### src/rtl/axi_burst_write_master_pkg.sv
// Shared AXI write-path definitions: burst/response codes, master FSM encoding
// and the command legality check used by the master and the matching slave.
package axi_pkg;

    typedef enum logic [1:0] {
        BURST_FIXED = 2'b00,
        BURST_INCR  = 2'b01,
        BURST_WRAP  = 2'b10,
        BURST_RSVD  = 2'b11
    } burst_t;

    typedef enum logic [1:0] {
        RESP_OKAY   = 2'b00,
        RESP_EXOKAY = 2'b01,
        RESP_SLVERR = 2'b10,
        RESP_DECERR = 2'b11
    } resp_t;

    typedef enum logic [1:0] {
        ST_IDLE = 2'b00,
        ST_ADDR = 2'b01,
        ST_DATA = 2'b10,
        ST_RESP = 2'b11
    } state_t;

    // WRAP bursts must span a power-of-two beat count (2, 4, 8 or 16).
    function automatic logic cmd_is_legal(input logic [2:0]  size,
                                          input logic [3:0]  len,
                                          input logic [1:0]  burst,
                                          input int unsigned max_size);
        logic ok;
        ok = (32'(size) <= max_size) && (burst != BURST_RSVD);
        if (burst == BURST_WRAP) begin
            ok = ok && ((len == 4'd1) || (len == 4'd3) || (len == 4'd7) || (len == 4'd15));
        end
        return ok;
    endfunction

endpackage

### src/rtl/axi_burst_write_master_if.sv
// AXI3-style write channels (AW, W, B) bundled for master and slave ends.
interface axi_burst_write_master_if #(
    parameter int ADDR_W = 32,
    parameter int DATA_W = 32
);
    localparam int STRB_W = DATA_W / 8;

    logic [ADDR_W-1:0] AWADDR;
    logic [3:0]        AWLEN;
    logic [2:0]        AWSIZE;
    logic [1:0]        AWBURST;
    logic              AWVALID;
    logic              AWREADY;

    logic [DATA_W-1:0] WDATA;
    logic [STRB_W-1:0] WSTRB;
    logic              WLAST;
    logic              WVALID;
    logic              WREADY;

    logic [1:0]        BRESP;
    logic              BVALID;
    logic              BREADY;

    modport master (
        output AWADDR, AWLEN, AWSIZE, AWBURST, AWVALID,
        input  AWREADY,
        output WDATA, WSTRB, WLAST, WVALID,
        input  WREADY,
        input  BRESP, BVALID,
        output BREADY
    );

    modport slave (
        input  AWADDR, AWLEN, AWSIZE, AWBURST, AWVALID,
        output AWREADY,
        input  WDATA, WSTRB, WLAST, WVALID,
        output WREADY,
        output BRESP, BVALID,
        input  BREADY
    );

endinterface

### src/rtl/axi_beat_addr_gen.sv
// Combinational per-beat address stepper and byte-strobe generator for
// FIXED/INCR/WRAP bursts, including unaligned starts and narrow transfers.
module axi_beat_addr_gen
    import axi_pkg::*;
#(
    parameter int ADDR_W   = 32,
    parameter int DATA_W   = 32,
    parameter int MAX_SIZE = 2
) (
    input  logic [ADDR_W-1:0]   addr,
    input  logic [2:0]          size,
    input  logic [3:0]          len,
    input  logic [1:0]          burst,
    output logic [ADDR_W-1:0]   next_addr,
    output logic [DATA_W/8-1:0] strb
);
    localparam int STRB_W = DATA_W / 8;
    localparam int OFF_W  = (STRB_W > 1) ? $clog2(STRB_W) : 1;

    logic [2:0]        size_c;
    logic [ADDR_W-1:0] n_bytes;
    logic [ADDR_W-1:0] aligned;
    logic [ADDR_W-1:0] wrap_span;
    logic [ADDR_W-1:0] wrap_lo;
    logic [ADDR_W-1:0] wrap_next;
    logic [7:0]        lane_lo;
    logic [7:0]        lane_hi;

    // Oversized beats are rejected upstream; clamping keeps the lane math in range.
    assign size_c    = (32'(size) > MAX_SIZE) ? 3'(MAX_SIZE) : size;
    assign n_bytes   = ADDR_W'(1) << size_c;
    assign aligned   = addr & ~(n_bytes - ADDR_W'(1));
    assign wrap_span = (ADDR_W'(len) + ADDR_W'(1)) << size_c;
    assign wrap_lo   = addr & ~(wrap_span - ADDR_W'(1));

    always_comb begin
        wrap_next = addr + n_bytes;
        if (wrap_next == (wrap_lo + wrap_span)) begin
            wrap_next = wrap_lo;
        end
        case (burst_t'(burst))
            BURST_FIXED: next_addr = addr;
            BURST_WRAP:  next_addr = wrap_next;
            default:     next_addr = aligned + n_bytes;
        endcase
    end

    // Active lanes run from the byte address up to the end of the aligned beat.
    assign lane_lo = 8'(addr[OFF_W-1:0]);
    assign lane_hi = 8'(aligned[OFF_W-1:0]) + 8'(n_bytes) - 8'd1;

    generate
        for (genvar gi = 0; gi < STRB_W; gi++) begin : g_lane
            assign strb[gi] = (8'(gi) >= lane_lo) && (8'(gi) <= lane_hi);
        end
    endgenerate

endmodule

### src/rtl/axi_burst_write_master.sv
// Single-outstanding AXI3 write burst master: command in, AW then W beats from
// a local stream through a one-entry output register, B response reported back.
module axi_burst_write_master
    import axi_pkg::*;
#(
    parameter int ADDR_W   = 32,
    parameter int DATA_W   = 32,
    parameter int MAX_SIZE = 2
) (
    input  logic                ACLK,
    input  logic                ARESETn,

    input  logic                cmd_valid,
    output logic                cmd_ready,
    input  logic [ADDR_W-1:0]   cmd_addr,
    input  logic [3:0]          cmd_len,
    input  logic [2:0]          cmd_size,
    input  logic [1:0]          cmd_burst,

    input  logic [DATA_W-1:0]   wr_data,
    input  logic                wr_valid,
    output logic                wr_ready,

    output logic                done_valid,
    output logic [1:0]          done_resp,

    axi_burst_write_master_if.master axi
);
    localparam int STRB_W = DATA_W / 8;

    state_t state_reg, state_next;

    logic [ADDR_W-1:0] aw_addr_reg;
    logic [3:0]        aw_len_reg;
    logic [2:0]        aw_size_reg;
    logic [1:0]        aw_burst_reg;
    logic [ADDR_W-1:0] beat_addr_reg;
    logic [3:0]        beat_cnt_reg;
    logic              last_loaded_reg;
    logic [DATA_W-1:0] wdata_reg;
    logic [STRB_W-1:0] wstrb_reg;
    logic              wlast_reg;
    logic              wvalid_reg;
    logic              done_valid_reg;
    logic [1:0]        done_resp_reg;

    logic              cmd_legal;
    logic              cmd_fire;
    logic              w_load;
    logic              w_fire;
    logic              b_fire;
    logic [ADDR_W-1:0] next_addr;
    logic [STRB_W-1:0] beat_strb;

    axi_beat_addr_gen #(
        .ADDR_W   (ADDR_W),
        .DATA_W   (DATA_W),
        .MAX_SIZE (MAX_SIZE)
    ) u_addr_gen (
        .addr      (beat_addr_reg),
        .size      (aw_size_reg),
        .len       (aw_len_reg),
        .burst     (aw_burst_reg),
        .next_addr (next_addr),
        .strb      (beat_strb)
    );

    assign cmd_legal = cmd_is_legal(cmd_size, cmd_len, cmd_burst, MAX_SIZE);

    always_ff @(posedge ACLK or negedge ARESETn) begin
        if (!ARESETn) begin
            state_reg <= ST_IDLE;
        end else begin
            state_reg <= state_next;
        end
    end

    always_comb begin
        state_next  = state_reg;
        cmd_ready   = 1'b0;
        wr_ready    = 1'b0;
        axi.AWVALID = 1'b0;
        axi.BREADY  = 1'b0;
        cmd_fire    = 1'b0;
        w_load      = 1'b0;
        w_fire      = 1'b0;
        b_fire      = 1'b0;
        case (state_reg)
            ST_IDLE: begin
                // Hold off new commands during the completion pulse.
                cmd_ready = !done_valid_reg;
                cmd_fire  = cmd_valid && cmd_ready;
                if (cmd_fire && cmd_legal) begin
                    state_next = ST_ADDR;
                end
            end
            ST_ADDR: begin
                axi.AWVALID = 1'b1;
                if (axi.AWREADY) begin
                    state_next = ST_DATA;
                end
            end
            ST_DATA: begin
                wr_ready = !last_loaded_reg && (!wvalid_reg || axi.WREADY);
                w_load   = wr_valid && wr_ready;
                w_fire   = wvalid_reg && axi.WREADY;
                if (w_fire && wlast_reg) begin
                    state_next = ST_RESP;
                end
            end
            ST_RESP: begin
                axi.BREADY = 1'b1;
                b_fire     = axi.BVALID;
                if (b_fire) begin
                    state_next = ST_IDLE;
                end
            end
            default: state_next = ST_IDLE;
        endcase
    end

    always_ff @(posedge ACLK or negedge ARESETn) begin
        if (!ARESETn) begin
            aw_addr_reg     <= '0;
            aw_len_reg      <= '0;
            aw_size_reg     <= '0;
            aw_burst_reg    <= '0;
            beat_addr_reg   <= '0;
            beat_cnt_reg    <= '0;
            last_loaded_reg <= 1'b0;
            wdata_reg       <= '0;
            wstrb_reg       <= '0;
            wlast_reg       <= 1'b0;
            wvalid_reg      <= 1'b0;
            done_valid_reg  <= 1'b0;
            done_resp_reg   <= '0;
        end else begin
            done_valid_reg <= 1'b0;
            if (cmd_fire) begin
                if (cmd_legal) begin
                    aw_addr_reg     <= cmd_addr;
                    aw_len_reg      <= cmd_len;
                    aw_size_reg     <= cmd_size;
                    aw_burst_reg    <= cmd_burst;
                    beat_addr_reg   <= cmd_addr;
                    beat_cnt_reg    <= '0;
                    last_loaded_reg <= 1'b0;
                end else begin
                    done_valid_reg <= 1'b1;
                    done_resp_reg  <= RESP_SLVERR;
                end
            end
            if (w_load) begin
                wdata_reg     <= wr_data;
                wstrb_reg     <= beat_strb;
                wlast_reg     <= (beat_cnt_reg == aw_len_reg);
                wvalid_reg    <= 1'b1;
                beat_addr_reg <= next_addr;
                beat_cnt_reg  <= beat_cnt_reg + 4'd1;
                if (beat_cnt_reg == aw_len_reg) begin
                    last_loaded_reg <= 1'b1;
                end
            end else if (w_fire) begin
                wvalid_reg <= 1'b0;
            end
            if (b_fire) begin
                done_valid_reg <= 1'b1;
                done_resp_reg  <= axi.BRESP;
            end
        end
    end

    assign axi.AWADDR  = aw_addr_reg;
    assign axi.AWLEN   = aw_len_reg;
    assign axi.AWSIZE  = aw_size_reg;
    assign axi.AWBURST = aw_burst_reg;
    assign axi.WDATA   = wdata_reg;
    assign axi.WSTRB   = wstrb_reg;
    assign axi.WLAST   = wlast_reg;
    assign axi.WVALID  = wvalid_reg;
    assign done_valid  = done_valid_reg;
    assign done_resp   = done_resp_reg;

endmodule

### src/flat_wrapper.sv
// flat-port wrapper written by rule: the top's interface ports become plain ports
module axi_burst_write_master_flat import axi_pkg::*;
#(
    parameter int ADDR_W   = 32,
    parameter int DATA_W   = 32,
    parameter int MAX_SIZE = 2
)
  (ACLK, ARESETn, cmd_valid, cmd_ready, cmd_addr, cmd_len, cmd_size, cmd_burst, wr_data, wr_valid, wr_ready, done_valid, done_resp, axi_AWADDR, axi_AWLEN, axi_AWSIZE, axi_AWBURST, axi_AWVALID, axi_AWREADY, axi_WDATA, axi_WSTRB, axi_WLAST, axi_WVALID, axi_WREADY, axi_BRESP, axi_BVALID, axi_BREADY);
  axi_burst_write_master_if #(.ADDR_W(ADDR_W), .DATA_W(DATA_W)) axi_i ();
  input  logic ACLK;
  input  logic ARESETn;
  input  logic cmd_valid;
  output logic cmd_ready;
  input  logic [ADDR_W-1:0] cmd_addr;
  input  logic [3:0] cmd_len;
  input  logic [2:0] cmd_size;
  input  logic [1:0] cmd_burst;
  input  logic [DATA_W-1:0] wr_data;
  input  logic wr_valid;
  output logic wr_ready;
  output logic done_valid;
  output logic [1:0] done_resp;
  output wire logic [$bits(axi_i.AWADDR)-1:0] axi_AWADDR;
  output wire logic [$bits(axi_i.AWLEN)-1:0] axi_AWLEN;
  output wire logic [$bits(axi_i.AWSIZE)-1:0] axi_AWSIZE;
  output wire logic [$bits(axi_i.AWBURST)-1:0] axi_AWBURST;
  output wire logic [$bits(axi_i.AWVALID)-1:0] axi_AWVALID;
  input wire logic [$bits(axi_i.AWREADY)-1:0] axi_AWREADY;
  output wire logic [$bits(axi_i.WDATA)-1:0] axi_WDATA;
  output wire logic [$bits(axi_i.WSTRB)-1:0] axi_WSTRB;
  output wire logic [$bits(axi_i.WLAST)-1:0] axi_WLAST;
  output wire logic [$bits(axi_i.WVALID)-1:0] axi_WVALID;
  input wire logic [$bits(axi_i.WREADY)-1:0] axi_WREADY;
  input wire logic [$bits(axi_i.BRESP)-1:0] axi_BRESP;
  input wire logic [$bits(axi_i.BVALID)-1:0] axi_BVALID;
  output wire logic [$bits(axi_i.BREADY)-1:0] axi_BREADY;
  assign axi_AWADDR = axi_i.AWADDR;
  assign axi_AWLEN = axi_i.AWLEN;
  assign axi_AWSIZE = axi_i.AWSIZE;
  assign axi_AWBURST = axi_i.AWBURST;
  assign axi_AWVALID = axi_i.AWVALID;
  assign axi_i.AWREADY = axi_AWREADY;
  assign axi_WDATA = axi_i.WDATA;
  assign axi_WSTRB = axi_i.WSTRB;
  assign axi_WLAST = axi_i.WLAST;
  assign axi_WVALID = axi_i.WVALID;
  assign axi_i.WREADY = axi_WREADY;
  assign axi_i.BRESP = axi_BRESP;
  assign axi_i.BVALID = axi_BVALID;
  assign axi_BREADY = axi_i.BREADY;
  axi_burst_write_master #(.ADDR_W(ADDR_W), .DATA_W(DATA_W), .MAX_SIZE(MAX_SIZE)) u_core (.ACLK(ACLK), .ARESETn(ARESETn), .cmd_valid(cmd_valid), .cmd_ready(cmd_ready), .cmd_addr(cmd_addr), .cmd_len(cmd_len), .cmd_size(cmd_size), .cmd_burst(cmd_burst), .wr_data(wr_data), .wr_valid(wr_valid), .wr_ready(wr_ready), .done_valid(done_valid), .done_resp(done_resp), .axi(axi_i));
endmodule
### config.mk
export PLATFORM = sky130hd
export DESIGN_NAME = axi_burst_write_master_flat
export DESIGN_NICKNAME = d
export VERILOG_FILES = /design/src/rtl/axi_burst_write_master_pkg.sv /design/src/rtl/axi_burst_write_master_if.sv /design/src/rtl/axi_beat_addr_gen.sv /design/src/rtl/axi_burst_write_master.sv /design/src/flat_wrapper.sv
export SDC_FILE = /design/constraint.sdc
export NUM_CORES = 1
export LEC_CHECK = 0
export CAP_MARGIN = 20
export CORE_MARGIN = 1
export CORE_UTILIZATION = 40
export CTS_CLUSTER_SIZE = 24
export DETAILED_ROUTE_END_ITERATION = 8
export PLACE_DENSITY = 0.66
export SLEW_MARGIN = 20
export SYNTH_ARGS = -nofsm -noshare
export SYNTH_HDL_FRONTEND = slang
export SYNTH_SLANG_ARGS = --single-unit
### constraint.sdc
create_clock -name ACLK -period 6.1 [get_ports ACLK]
set_input_delay 0.61 -clock ACLK [delete_from_list [all_inputs] [get_ports ACLK]]
set_output_delay 0.61 -clock ACLK [all_outputs]
set_load 0.005 [all_outputs]
After elaboration in Yosys (flattened, before gate mapping). Cells that the tools add are included.

Flip-flop bits (word level): 121. Input bits: 82. Word-level logic and storage cells: 122.

Add/subtract/negate cells: 9. $lt $le $gt $ge: 10. Equality and inequality tests: 18. Shift-type cells: 2. Multiplexer cells: 35. Bitwise operators: 4. Reduce and logical (&&, ||, !) cells: 30.

Operator list (count): $mux 32 (4); $add 32x32->32 (3); $and 32x32->32 (2); $not 32->32 (2); $pmux 32 s2 (1); $sub 32x1->32 const B (2); $eq 32x32->1 (1); $shl 1x3->32 const A (1); $shl 5x3->32 (1); $mux 1 (18); $le 1x8->1 const A (2); $le 2x8->1 const A (2); $mux 2 (7); $logic_and 1x1->1 (12); $mux 4 (3); $ne 2x2->1 const B (5); $add 2x8->8 (1); $eq 2x2->1 const B (4); $pmux 2 s4 (1); $reduce_bool 2->1 (4); $sub 8x1->8 const B (1); $reduce_and 2->1 (3); $add 4x1->5 const B (1); $add 4x1->4 const B (1); 17 further kinds (26).

Longest topological paths before layout.
Depth after elaboration: 11. Mapped depth: 28. Gate-level depth less buffers: 23.

Cells and area by module. A second synthesis with hierarchy kept.

Cells, all modules: 1251. Area, all modules: 10084.7 um^2.

Modules (own cells, without submodules): axi_burst_write_master (instances 1, cells an instance 511, area an instance 5392.7 um^2, sequential area each 3027.9 um^2); axi_beat_addr_gen (instances 1, cells an instance 740, area an instance 4692.0 um^2, sequential area each 0.0 um^2).

Worst setup path after synthesis. OpenSTA, ideal clock, no wires.

Kind: register to register. Start point: register u_core.aw_len_reg[1] (netlist: u_core.axi.AWLEN[1]). End point: register u_core.beat_addr_reg[30]. Library setup time: 136 ps. Arrival time: 5733 ps. Data required time: 5964 ps. Path slack: 232 ps. Cell stages (with the launch flop): 26. Buffers on the path: 3. Cells stage by stage: dfrtp_1 ha_1 nor2_1 or3_1 ha_1 inv_1 nor2_2 nand3_1 clkbuf_1 o311a_1 ha_1 a21o_1 a221o_1 a221oi_1 o21ai_0 nor3_1 nor4_1 xnor2_1 or4_1 nor4_4 and3_1 buf_4 buf_2 nor3_1 a311oi_1 o31ai_1.

Cells in the longest elaborated chain, start to end: 10.

RTL lines: from (decl) (RTL line axi_burst_write_master.sv:34) `logic [3:0] aw_len_reg;`; from (signal assigned) (RTL line axi_burst_write_master.sv:142) `aw_len_reg <= cmd_len;`; $add 4x1->5 * (RTL line axi_beat_addr_gen.sv:33) `assign wrap_span = (ADDR_W'(len) + ADDR_W'(1)) << size_c;`; $shl 5x3->32 * (RTL line axi_beat_addr_gen.sv:33); $sub 32x1->32 (RTL line axi_beat_addr_gen.sv:34) `assign wrap_lo = addr & ~(wrap_span - ADDR_W'(1));`; $not 32->32 (RTL line axi_beat_addr_gen.sv:34); $and 32x32->32 (RTL line axi_beat_addr_gen.sv:34); $add 32x32->32 (RTL line axi_beat_addr_gen.sv:38) `if (wrap_next == (wrap_lo + wrap_span)) begin`; $eq 32x32->1 (RTL line axi_beat_addr_gen.sv:38); $mux 32 * (RTL line axi_beat_addr_gen.sv:38); $pmux 32 s2 * (RTL line axi_beat_addr_gen.sv:41) `case (burst_t'(burst))`; $mux 32 * (RTL line axi_burst_write_master.sv:153) `if (w_load) begin`; to (signal assigned) (RTL line axi_burst_write_master.sv:145) `beat_addr_reg <= cmd_addr;`; to (signal assigned) (RTL line axi_burst_write_master.sv:158) `beat_addr_reg <= next_addr;`; to (decl) (RTL line axi_burst_write_master.sv:37) `logic [ADDR_W-1:0] beat_addr_reg;`.

Mark *: on every way between the ends. The rest lies on a longest branch, timed or not. A chain may end at the register's enable or synchronous reset.

Worst setup path in the final report.
Start point: register u_core.aw_len_reg[1] (netlist: u_core.axi.AWLEN[1]). End point: register u_core.beat_addr_reg[2].

Same word-level chain as after synthesis.

==> impl_metrics.py <==
metrics = {
    "routing": {
        "drc_errors": 0,
        "finalWirelength_um": 35900,
        "via_per_inst": 5.72,
        "route.vias.total": 10365,
        "ant_nets": 0,
        "avgRoutedWirePerCell_um": 19.8,
        "drt_iter0_markers": 995,
        "dr.pass1.iters": 5,
    },
    "synth": {
        "ys_warn_count": 0,
        "synth_area_um2": 9890,
        "avgSynthCellArea_um2": 7.66,
        "synth_enable_flop_cells": 0,
        "synth_common_cells": "nand2_1, dfrtp_1, a21oi_1, nor2_1, clkbuf_1",
        "ys_seq_area_frac": 0.306,
        "yosysMostFrequentCell": "nand2_1",
        "syn_inst": 1290,
        "synth_ff_type": "dfrtp_1",
        "ys_types": 99,
        "async_reset_ff_frac": 1.00,
        "synth_area_leaders": "dfrtp_1, nand2_1, ha_1",
        "synth-seq-cells": 121,
        "yosysTopAreaCell": "dfrtp_1",
        "synth_top_area_share": 0.306,
    },
    "clock_network": {
        "clock_sinks": 121,
        "cts_inserted_buffers": 17,
        "cts_tree": "done",
        "clk_pin_slew_ps": 60,
        "clockBufferDepth": 2,
        "cts-root-buf": "clkbuf_16",
        "h-tree-depth": 4,
        "insertion_delay_ps": 440,
        "ctsHoldBuffers": 0,
    },
    "grt": {
        "overflow": 0,
        "grt_max_degree": 74,
        "grt.total_usage": 0.285,
        "grt_util_met2": 0.422,
        "grt_pass1_vias": 10050,
        "grt_pass1_wl_um": 56600,
        "antenna_found_initial": 0,
        "top_usage_layer": "met2",
        "grtUsageMet3": 0.0815,
        "grt_use_met1": 0.390,
    },
    "worst_setup_path": {
        "path_max_fanout": 14,
        "cp-start-kind": "register",
        "critPathRequiredTime_ps": 6410,
        "cp_data_arrival_time_ps": 6170,
        "critPathCaptureType": "register",
        "timing_worst_setup_path_type": "reg2reg",
    },
    "layout": {
        "layout-area-overhead-vs-synth_pct": 30.3,
        "final_area_um2": 12900,
        "drive_gt1_frac": 0.0981,
        "antennaDiodeCount": 0,
        "n_fill_cell": 2355,
        "nets": 1600,
        "layout.cells.non_filler": 1812,
    },
    "sta": {
        "worstMarginPinSlew_ps": 1010,
        "final.setup.tns_ps": 0,
        "maxSlewHeadroom": 0.326,
        "fin_crit_sh": 0.960,
        "fmaxAchievable_mhz": 171,
        "fin_worst_skew_ps": 11.9,
        "finalHoldViolCount": 0,
        "min_period_ps": 5860,
        "finalSetupViolCount": 0,
        "drv_slew": 0,
    },
    "die": {
        "coreArea_um2": 24200,
        "die_x_um": 159,
        "die_area_um2": 25300,
        "start_util": 0.408,
        "pin_count": 168,
        "die_h_um": 159,
        "row_count": 57,
    },
    "place": {
        "placed_cell_area_um2": 12100,
        "portBuffers": 167,
        "routabilityCongestion": 0.953,
        "dp_hpwl_um": 26300,
        "dp.cells": 1774,
    },
    "run": {
        "drv_cap": 0,
    },
    "power": {
        "power_density_nw_per_um2": 563,
        "power_leakage_nw": 5.54,
        "ir_drop_mv": 0.265,
    },
    "hold_path": {
        "hp-class": "in2async",
    },
    "status": {
        "outcome": "completed",
    },
}
metrics by stage:
| stage | hold slack, ps | util | power [mW] | setup slack, ps |
|---|---|---|---|---|
| 6_report | 316 | 0.531 | 7.25 | 243 |
| 5_1_grt | 398 | 0.531 | 7.73 | -45.4 |
| 4_1_cts | 369 | 0.527 | 7.11 | 56.9 |
| 3_5_place_dp | 462 | 0.500 | 5.94 | 19.7 |
| 3_3_place_gp | 457 | 0.500 | 5.91 | 129 |
| 2_1_floorplan | 314 | - | 4.26 | 232 |
cells by family after synthesis:
group / synth area share
buffers and inverters: 0.0477
other: 0.000760
AND/OR/NAND/NOR: 0.271
multiplexers: 0.0165
XOR/XNOR: 0.0833
AO/OA/AOI/OAI: 0.218
adder cells (fa/ha/maj): 0.0559
flip-flops: 0.306
layer usage:
metal | share of wire | up-vias
met1 | 0.43 | 4899
met4 | 0.035 | 0
met3 | 0.11 | 90
met5 | 0 | -
met2 | 0.43 | 489
li1 | - | 4887
critical path, cell delays in order, from the launching register on:
cell,delay [ps]
dfrtp_1,390
ha_1,300
nor2_1,70
or3_1,390
ha_1,250
inv_1,100
nor2_2,60
nand2_1,100
nor3_1,60
o311a_1,360
ha_4,310
and4_1,230
nand3_1,130
a221o_1,290
a21oi_1,190
nor3_2,100
or4_1,500
xnor3_1,350
a211oi_1,290
nor3b_4,340
nand3_4,110
buf_12,180
buf_4,170
a21oi_1,130
a21oi_1,60
a221o_1,300
repair_timing:
action                     CTS  global route
setup endpoints to repair    1            32
setup buffers                0             6
resized for setup            1            11
pin swaps                    0             6
final cells by class:
type | instances | area, um2 | share of cell area
clock buffers | 18 | 439 | 0.0341
flip-flops and latches | 121 | 3030 | 0.235
well taps | 324 | 405 | 0.0315
multi-input cells | 1077 | 6550 | 0.508
repair buffers | 228 | 2140 | 0.166
clock inverters | 14 | 209 | 0.0162
inverters | 30 | 118 | 0.00913
power breakdown:
| group | total (mW) | internal, mW | switching, mW |
|---|---|---|---|
| clock | 1.13 | 0.705 | 0.427 |
| combinational | 4.53 | 2.08 | 2.44 |
| sequential | 1.59 | 1.15 | 0.444 |
| total | 7.25 | 3.94 | 3.31 |
layout by cell type (no fill, tap or decap), drive strengths merged, types with 5 or more instances in the layout:
cell,instances
a211oi,12
a21o,13
a21oi,87
a221o,6
a221oi,9
a22oi,6
a31oi,10
and2,18
and3,15
buf,62
clkbuf,18
clkdlybuf4s50,166
conb,24
dfrtp,121
ha,41
inv,35
mux2,7
mux2i,8
nand2,334
nand2b,10
nand3,29
nand4,17
nor2,84
nor2b,6
nor3,31
nor3b,6
nor4,7
o211ai,10
o21a,5
o21ai,69
o21bai,5
o22ai,11
o31ai,20
o41ai,9
or2,7
or3,11
or4,7
xnor2,52
xor2,29
final timing paths:
path | slack (ps) | cells past startpoint | to | startpoint
max | 240 | 25 | u_core.beat_addr_reg[2] | u_core.axi.AWLEN[1]
min | 320 | 1 | u_core.axi.AWADDR[29] | ARESETn
max reg2reg | 240 | 25 | u_core.beat_addr_reg[2] | u_core.axi.AWLEN[1]
min reg2reg | 470 | 2 | u_core.axi.WDATA[13] | u_core.axi.WDATA[13]
max in group asynchronous | 4480 | 2 | u_core.done_valid | ARESETn
min in group ACLK | 470 | 2 | u_core.axi.WDATA[13] | u_core.axi.WDATA[13]
No activity file was read; power rests on OpenSTA's default activity.
